**src/rtl/fifo_rr_sched_if.sv**
```systemverilog
// Bundle between the per-port ingress FIFOs, the round-robin scheduler and the egress stream.
// The master modport is the scheduler's view; the slave modport is the FIFO/egress side.
interface fifo_rr_sched_if #(
   parameter int PORT_NUM = 4,
   parameter int DW       = 32
);
   logic [PORT_NUM-1:0]    port_en;
   logic [PORT_NUM-1:0]    fifo_nempty;
   logic [PORT_NUM*DW-1:0] fifo_rd_data;
   logic [PORT_NUM-1:0]    fifo_eop;
   logic [PORT_NUM-1:0]    fifo_rd_en;
   logic                   out_valid;
   logic                   out_ready;
   logic [DW-1:0]          out_data;
   logic                   out_sop;
   logic                   out_eop;
   logic [7:0]             out_port;
   logic                   err_trunc;

   modport master (
      input  port_en, fifo_nempty, fifo_rd_data, fifo_eop, out_ready,
      output fifo_rd_en, out_valid, out_data, out_sop, out_eop, out_port, err_trunc
   );

   modport slave (
      output port_en, fifo_nempty, fifo_rd_data, fifo_eop, out_ready,
      input  fifo_rd_en, out_valid, out_data, out_sop, out_eop, out_port, err_trunc
   );
endinterface

```
**src/rtl/fifo_rr_sched.sv**
```systemverilog
// Packet-locked round-robin scheduler: drains PORT_NUM show-ahead FIFOs into one
// registered valid/ready stream, truncating packets longer than MAX_PKT_WORDS.
module fifo_rr_sched #(
   parameter int PORT_NUM      = 4,
   parameter int DW            = 32,
   parameter int MAX_PKT_WORDS = 256
) (
   input  logic           glb_clk,
   input  logic           glb_areset_n,
   fifo_rr_sched_if.master bus
);
   localparam int GW = (PORT_NUM > 1) ? $clog2(PORT_NUM) : 1;
   localparam int CW = $clog2(MAX_PKT_WORDS);

   localparam logic [0:0] ST_IDLE = 1'b0;
   localparam logic [0:0] ST_XFER = 1'b1;

   logic [0:0]    state_q, state_d;
   logic [GW-1:0] grant_q, grant_d;
   logic [GW-1:0] last_grant_q, last_grant_d;
   logic [CW-1:0] word_cnt_q, word_cnt_d;
   logic          out_valid_q, out_valid_d;
   logic [DW-1:0] out_data_q, out_data_d;
   logic          out_sop_q, out_sop_d;
   logic          out_eop_q, out_eop_d;
   logic [7:0]    out_port_q, out_port_d;
   logic          err_trunc_q, err_trunc_d;

   logic [PORT_NUM-1:0] req;
   logic                load;
   logic                pop;
   logic                word_eop;
   logic                rr_found;
   logic                hi_found;
   logic [GW-1:0]       rr_idx;
   logic [GW-1:0]       hi_idx;
   logic [GW-1:0]       lo_idx;
   logic [DW-1:0]       head_data;
   logic                head_nempty;
   logic                head_eop;

   assign req  = bus.fifo_nempty & bus.port_en;
   assign load = !out_valid_q || bus.out_ready;

   // Lowest requester above last_grant wins; otherwise wrap to the lowest requester overall.
   always_comb begin
      hi_found = 1'b0;
      hi_idx   = '0;
      rr_found = 1'b0;
      lo_idx   = '0;
      for (int i = PORT_NUM - 1; i >= 0; i--) begin
         if (req[i]) begin
            rr_found = 1'b1;
            lo_idx   = GW'(i);
            if (GW'(i) > last_grant_q) begin
               hi_found = 1'b1;
               hi_idx   = GW'(i);
            end
         end
      end
      rr_idx = hi_found ? hi_idx : lo_idx;
   end

   always_comb begin
      head_data   = '0;
      head_nempty = 1'b0;
      head_eop    = 1'b0;
      for (int i = 0; i < PORT_NUM; i++) begin
         if (grant_q == GW'(i)) begin
            head_data   = bus.fifo_rd_data[i*DW +: DW];
            head_nempty = bus.fifo_nempty[i];
            head_eop    = bus.fifo_eop[i];
         end
      end
   end

   assign pop      = (state_q == ST_XFER) && load && head_nempty;
   assign word_eop = head_eop || (word_cnt_q == CW'(MAX_PKT_WORDS - 1));

   always_comb begin
      bus.fifo_rd_en = '0;
      for (int i = 0; i < PORT_NUM; i++) begin
         bus.fifo_rd_en[i] = pop && (grant_q == GW'(i));
      end
   end

   always_comb begin
      // NOTE: every _d gets a default before any branch so no path leaves it unassigned (no latch).
      state_d      = state_q;
      grant_d      = grant_q;
      last_grant_d = last_grant_q;
      word_cnt_d   = word_cnt_q;
      out_valid_d  = out_valid_q;
      out_data_d   = out_data_q;
      out_sop_d    = out_sop_q;
      out_eop_d    = out_eop_q;
      out_port_d   = out_port_q;
      err_trunc_d  = 1'b0;

      if (load) begin
         out_valid_d = pop;
         out_sop_d   = pop && (word_cnt_q == '0);
         out_eop_d   = pop && word_eop;
         out_port_d  = pop ? (8'd128 | 8'(grant_q)) : 8'd0;
         if (pop) out_data_d = head_data;
      end

      case (state_q)
         ST_IDLE: begin
            if (rr_found) begin
               grant_d      = rr_idx;
               last_grant_d = rr_idx;
               word_cnt_d   = '0;
               state_d      = ST_XFER;
            end
         end
         ST_XFER: begin
            if (pop) begin
               word_cnt_d = word_cnt_q + 1'b1;
               if (word_eop) begin
                  state_d     = ST_IDLE;
                  err_trunc_d = !head_eop;
               end
            end
         end
         default: state_d = ST_IDLE;
      endcase
   end

   // NOTE: state registers use non-blocking assignments so every flop samples pre-edge values.
   always_ff @(posedge glb_clk or negedge glb_areset_n) begin
      if (!glb_areset_n) begin
         state_q      <= ST_IDLE;
         grant_q      <= '0;
         last_grant_q <= GW'(PORT_NUM - 1);
         word_cnt_q   <= '0;
         out_valid_q  <= 1'b0;
         out_data_q   <= '0;
         out_sop_q    <= 1'b0;
         out_eop_q    <= 1'b0;
         out_port_q   <= 8'd0;
         err_trunc_q  <= 1'b0;
      end else begin
         state_q      <= state_d;
         grant_q      <= grant_d;
         last_grant_q <= last_grant_d;
         word_cnt_q   <= word_cnt_d;
         out_valid_q  <= out_valid_d;
         out_data_q   <= out_data_d;
         out_sop_q    <= out_sop_d;
         out_eop_q    <= out_eop_d;
         out_port_q   <= out_port_d;
         err_trunc_q  <= err_trunc_d;
      end
   end

   assign bus.out_valid = out_valid_q;
   assign bus.out_data  = out_data_q;
   assign bus.out_sop   = out_sop_q;
   assign bus.out_eop   = out_eop_q;
   assign bus.out_port  = out_port_q;
   assign bus.err_trunc = err_trunc_q;
endmodule

```
**src/flat_wrapper.sv**
```systemverilog
// flat-port wrapper written by rule: the top's interface ports become plain ports
module fifo_rr_sched_flat 
#(
   parameter int PORT_NUM      = 4,
   parameter int DW            = 32,
   parameter int MAX_PKT_WORDS = 256
)
  (glb_clk, glb_areset_n, bus_port_en, bus_fifo_nempty, bus_fifo_rd_data, bus_fifo_eop, bus_out_ready, bus_fifo_rd_en, bus_out_valid, bus_out_data, bus_out_sop, bus_out_eop, bus_out_port, bus_err_trunc);
  fifo_rr_sched_if #(.PORT_NUM(PORT_NUM), .DW(DW)) bus_i ();
  input  logic glb_clk;
  input  logic glb_areset_n;
  input wire logic [$bits(bus_i.port_en)-1:0] bus_port_en;
  input wire logic [$bits(bus_i.fifo_nempty)-1:0] bus_fifo_nempty;
  input wire logic [$bits(bus_i.fifo_rd_data)-1:0] bus_fifo_rd_data;
  input wire logic [$bits(bus_i.fifo_eop)-1:0] bus_fifo_eop;
  input wire logic [$bits(bus_i.out_ready)-1:0] bus_out_ready;
  output wire logic [$bits(bus_i.fifo_rd_en)-1:0] bus_fifo_rd_en;
  output wire logic [$bits(bus_i.out_valid)-1:0] bus_out_valid;
  output wire logic [$bits(bus_i.out_data)-1:0] bus_out_data;
  output wire logic [$bits(bus_i.out_sop)-1:0] bus_out_sop;
  output wire logic [$bits(bus_i.out_eop)-1:0] bus_out_eop;
  output wire logic [$bits(bus_i.out_port)-1:0] bus_out_port;
  output wire logic [$bits(bus_i.err_trunc)-1:0] bus_err_trunc;
  assign bus_i.port_en = bus_port_en;
  assign bus_i.fifo_nempty = bus_fifo_nempty;
  assign bus_i.fifo_rd_data = bus_fifo_rd_data;
  assign bus_i.fifo_eop = bus_fifo_eop;
  assign bus_i.out_ready = bus_out_ready;
  assign bus_fifo_rd_en = bus_i.fifo_rd_en;
  assign bus_out_valid = bus_i.out_valid;
  assign bus_out_data = bus_i.out_data;
  assign bus_out_sop = bus_i.out_sop;
  assign bus_out_eop = bus_i.out_eop;
  assign bus_out_port = bus_i.out_port;
  assign bus_err_trunc = bus_i.err_trunc;
  fifo_rr_sched #(.PORT_NUM(PORT_NUM), .DW(DW), .MAX_PKT_WORDS(MAX_PKT_WORDS)) u_core (.glb_clk(glb_clk), .glb_areset_n(glb_areset_n), .bus(bus_i));
endmodule
```
**config.mk**
```make
export PLATFORM = sky130hd
export DESIGN_NAME = fifo_rr_sched_flat
export DESIGN_NICKNAME = d
export VERILOG_FILES = /design/src/rtl/fifo_rr_sched_if.sv /design/src/rtl/fifo_rr_sched.sv /design/src/flat_wrapper.sv
export SDC_FILE = /design/constraint.sdc
export NUM_CORES = 1
export LEC_CHECK = 0
export BUFFER_PORTS_ARGS = -buffer_cell sky130_fd_sc_hd__buf_4
export CAP_MARGIN = 20
export CORE_AREA = 2 2 88 90
export DETAILED_ROUTE_END_ITERATION = 16
export DIE_AREA = 0 0 90 92
export GPL_TIMING_DRIVEN = 0
export PLACE_DENSITY = 0.78
export SETUP_SLACK_MARGIN = 0.4
export SYNTH_ARGS = -nofsm -noshare
export SYNTH_HDL_FRONTEND = slang
export SYNTH_SLANG_ARGS = --single-unit
```
**constraint.sdc**
```tcl
create_clock -name glb_clk -period 1.93 [get_ports glb_clk]
set_input_delay 0.0965 -clock glb_clk [delete_from_list [all_inputs] [get_ports glb_clk]]
set_output_delay 0.0965 -clock glb_clk [all_outputs]
set_load 0.03 [all_outputs]
```
* Yosys cells after proc, flatten, opt, wreduce, memory -nomap -nowiden
Index checks and enable logic that the tools add are counted.
Widths: inputs -> output; s select.
** Word-level totals
- Output and inout port bits :: 48
- Flip-flop bits (word level) :: 57
** Cells by class
- Bitwise operators :: 2
- Add/sub/neg operators :: 1
- $lt $le $gt $ge :: 4
- Muxes and demuxes :: 48
- Equality and inequality tests :: 6
- Reduce and logical (&&, ||, !) cells :: 17
** Operators with widths (number)
- $mux 32 :: 4
- $mux 1 :: 26
- $mux 2 :: 13
- $mux 8 :: 3
- $pmux 8 s2 :: 1
- $add 8x1->8 const B :: 1
- $eq 8x8->1 const B :: 1
- $logic_and 1x1->1 :: 8
- $logic_not 8->1 :: 1
- $reduce_and 2->1 :: 3
- $and 4x4->4 :: 1
- $eq 2x2->1 const B :: 2
- $gt 1x2->1 const A :: 2
- $gt 2x2->1 const A :: 2
- $eq 2x1->1 const B :: 1
- $logic_not 1->1 :: 2
- $logic_not 2->1 :: 1
- $logic_or 1x1->1 :: 2
- $ne 2x1->1 const B :: 1
- $ne 2x2->1 const B :: 1
- $pmux 1 s2 :: 1
- $not 1->1 :: 1

* Depth between registers and ports, before layout
- Word-level depth :: 10
- Depth in mapped cells :: 7
- Gate-level depth less buffers :: 4

* Worst setup path before layout
OpenSTA, ideal clock, no wires.
- Kind :: reg2out
- From :: reg u_core.grant_q[0]
- To :: out bus_fifo_rd_en[2]
- Required time :: 1.833 ns
- Arrival :: 1.808 ns
- Buffers on the path :: 1
- Path slack :: 0.026 ns
- Cell stages (with the launch flop) :: 5
- Cell sequence :: dfrtp_1 -> mux4_2 -> nand3_2 -> buf_2 -> nor3b_1
** On the way
- Word-level cells in the longest chain between the ends :: 7
** Ends and longest elaborated chain
- from (decl) :: RTL line fifo_rr_sched.sv:19 : logic [GW-1:0] grant_q, grant_d;
- from (signal assigned) :: RTL line fifo_rr_sched.sv:145 : grant_q <= grant_d;
- $logic_not 2->1 :: RTL line fifo_rr_sched.sv:69 : if (grant_q == GW'(i)) begin
- $mux 1 (4 in series) :: RTL line fifo_rr_sched.sv:69
- $logic_and 1x1->1 :: RTL line fifo_rr_sched.sv:77 : assign pop = (state_q == ST_XFER) && load && head_nempty;
- $logic_and 1x1->1 (*) :: RTL line fifo_rr_sched.sv:83 : bus.fifo_rd_en[i] = pop && (grant_q == GW'(i));
- to (decl) :: RTL line flat_wrapper.sv:17 : output wire logic [$bits(bus_i.fifo_rd_en)-1:0] bus_fifo_rd_en;
Every way passes the cells marked *; elsewhere a longest branch is shown, timed or not.

* Worst setup path in the final report
Same ends and word-level chain as after synthesis.

==> reports/metrics.cfg <==
[status]
status=completed

[grt]
grt_overflow=0
grt_start_max_net_pins=52
grt_pass1_wl_um=16000
grtUsageTotal_pct=24.2
antenna_found_initial=0
grt_pass1_vias=3253

[routing]
wl_met3_um=938
routed_wl_um=10800
ant_nets=0
wl_met1_um=3760
dr_wl_met2_um=5930
drt_iter0_markers=186
routed_via_density=5.26
vias=3169
wl_per_cell_um=17.9
highest_layer=met4
first_pass_iters=4
drcViolationCount=0

[flow_run]
cap_violations=0

[synthesis]
synth.avg_cell_area_um2=10.7
ys_warn_count=0
yosysTopAreaCell=dfrtp_1
ys.flop_type=dfrtp_1
netlist_instances=285
synth.distinct_cells=42
syn_area_mm2=0.00304
synth_top_area_share_pct=40.3
ys_seq_area_share_pct=42.1
synth_edf_count=0
async_reset_ff_share_pct=100
synthTopCellsByArea=dfrtp_1 (40%), mux4_2 (25%), nand2_1 (14%)
ys_ff_latch=51

[floorplan]
io_pins=191
core_area_mm2=0.00745
dieArea_mm2=0.00828
die_h_um=92
dieWidth_um=90
fp-row-count=32
start_util_pct=40.8

[final_layout]
fin_area_mm2=0.00538
drive_gt1_share_pct=64.8
area_growth_pct=77.0
nFillCells=525
final_nets=644
multi_input_area_mm2=0.00191
regArea_mm2=0.00128
n_antenna_cell=0

[worst_setup_path]
crit_path_start_kind=register
critPathSlowestCell=dfrtp_1
crit_chain=mux4_2 -> nand3_4 -> buf_8 -> nor3b_4 -> buf_6
rr_worst_depth=6
crit_path_end_kind=output pin
cpPeakStageDelay_ps=410
timing_worst_setup_path_type=register to output pin
path_max_fanout=4
cp_data_arrival_time_ps=1720
cp_data_required_time_ps=1830

[pwr]
finalPower_uw=8560
peakVddDrop_mv=0.697
powerDensity_mw_per_mm2=1590
leakagePower_uw=0.00274

[sta]
setup_viol=0
fin_tns_setup_ps=0
tightest_slew_ps=672
clock_skew_ps=8.13
min_period_ps=1820
fin_hold_ws_ps=115
slew_violations=0
rsz0062_at_grt=true
fin_crit_sh_pct=94.2
hold_violations=0
relSlewSlack_pct=55.2
max_freq_ghz=0.550

[placement]
portBuffers=185
place_area_mm2=0.00463
dp_hpwl_um=7550
routabilityCongestion=0.804

[clocking]
cts_tree=built
clock_sinks=51
clk_pin_slew_ps=100
clk_latency_ps=310
cts_inserted_buffers=5
cts.root.buffer_cell=clkbuf_8
clock_path_buffers=2
htree_num_levels=2

[min_path]
hold_class=input pin to register
hold_depth=4

==> metal layers <==
metal  vias up  global-route usage [%]
met3        14                    6.66
met5         -                       0
met4         0                    6.41
li1       1436                       -
met1      1541                    27.2
met2       178                    45.2
==> logic make-up after synthesis <==
group / share of synthesized area [%]
DFF: 42.1
and+or+nand+nor: 19.3
other: 0.123
muxes: 26.8
AOI/OAI and AO/OA: 5.80
buffers and inverters: 5.06
adders and majority gates: 0.823
==> repair_timing <==
action	in CTS	in global routing
endpoints found under the setup margin	51	50
hold buffers	1	0
buffers inserted	7	4
endpoints found under the hold margin	49	0
gates cloned	5	1
resized for setup	65	52
pin swaps	7	10
==> Yosys cell counts, types with 2 or more instances <==
cell type and n:
nand2_1 115, dfrtp_1 49, mux4_2 34, buf_4 8, buf_2 6, clkbuf_1 6, mux2i_1 5, nor2_1 5
inv_1 4, nand3_1 4, nand4_1 4, o21ai_0 4, a21oi_1 3, nor3_1 3, a21o_1 2, a22oi_1 2
buf_6 2, dfstp_2 2, ha_1 2, nor3b_1 2, o21ai_1 2
==> critical path: cells and delay by family (launching register included) <==
kind / cells / cell delay [ps]
flip-flops: 1 / 410
buffers and inverters: 2 / 330
multiplexers: 1 / 390
AND/OR/NAND/NOR: 2 / 300
==> layout by cell type (no fill, tap or decap), drive strengths merged, types with 3 or more instances in the layout <==
cell type	instances
nand2	115
nand3	5
nand4	4
nor3	3
conb	5
nor2	5
mux4	34
buf	219
dfrtp	49
o21ai	6
mux2i	5
inv	5
clkbuf	10
a21oi	3
==> layout make-up <==
cell class / instances / area share [%]
clock buffer: 5 / 1.28
multi-input combinational: 211 / 35.5
inverter: 4 / 0.279
buffer: 23 / 5.26
sequential: 51 / 23.8
tap: 102 / 2.37
clock inverter: 3 / 0.349
timing repair buffer: 203 / 31.2
==> final timing paths <==
check                                        startpoint                 endpoint  slack [ps]
worst max-delay path                  u_core.grant_q[0]        bus_fifo_rd_en[2]         110
worst min-delay path                      bus_out_ready   u_core.bus.out_port[0]         110
worst max register to register        u_core.grant_q[0]     u_core.word_cnt_q[7]         130
worst min register to register  u_core.bus.out_data[21]  u_core.bus.out_data[21]         490
max in group asynchronous                  glb_areset_n        u_core.grant_q[1]        1110
min in group asynchronous                  glb_areset_n  u_core.bus.out_data[17]         350
==> power breakdown <==
part	internal, µW	switching, µW
combinational	2940	3090
sequential	1550	345
clock	256	378
==> state kept, by name (all words and copies together) (netlist names) <==
signal                flops
u_core.bus.out_sop        1
u_core.grant_q            2
u_core.bus.out_port       3
u_core.word_cnt_q         8
u_core.state_q            1
u_core.bus.out_data      32
u_core.last_grant_q       2
u_core.bus.out_eop        1
u_core.bus.err_trunc      1
==> metrics by stage <==
step	util (%)	setup WS, ps	instances
floorplan	-	272	289
global placement	62.2	164	576
detailed placement	62.2	137	576
CTS	68.6	102	597
global route	72.2	61.8	602
finish	72.2	112	602
(Power assumes the default switching activity.)
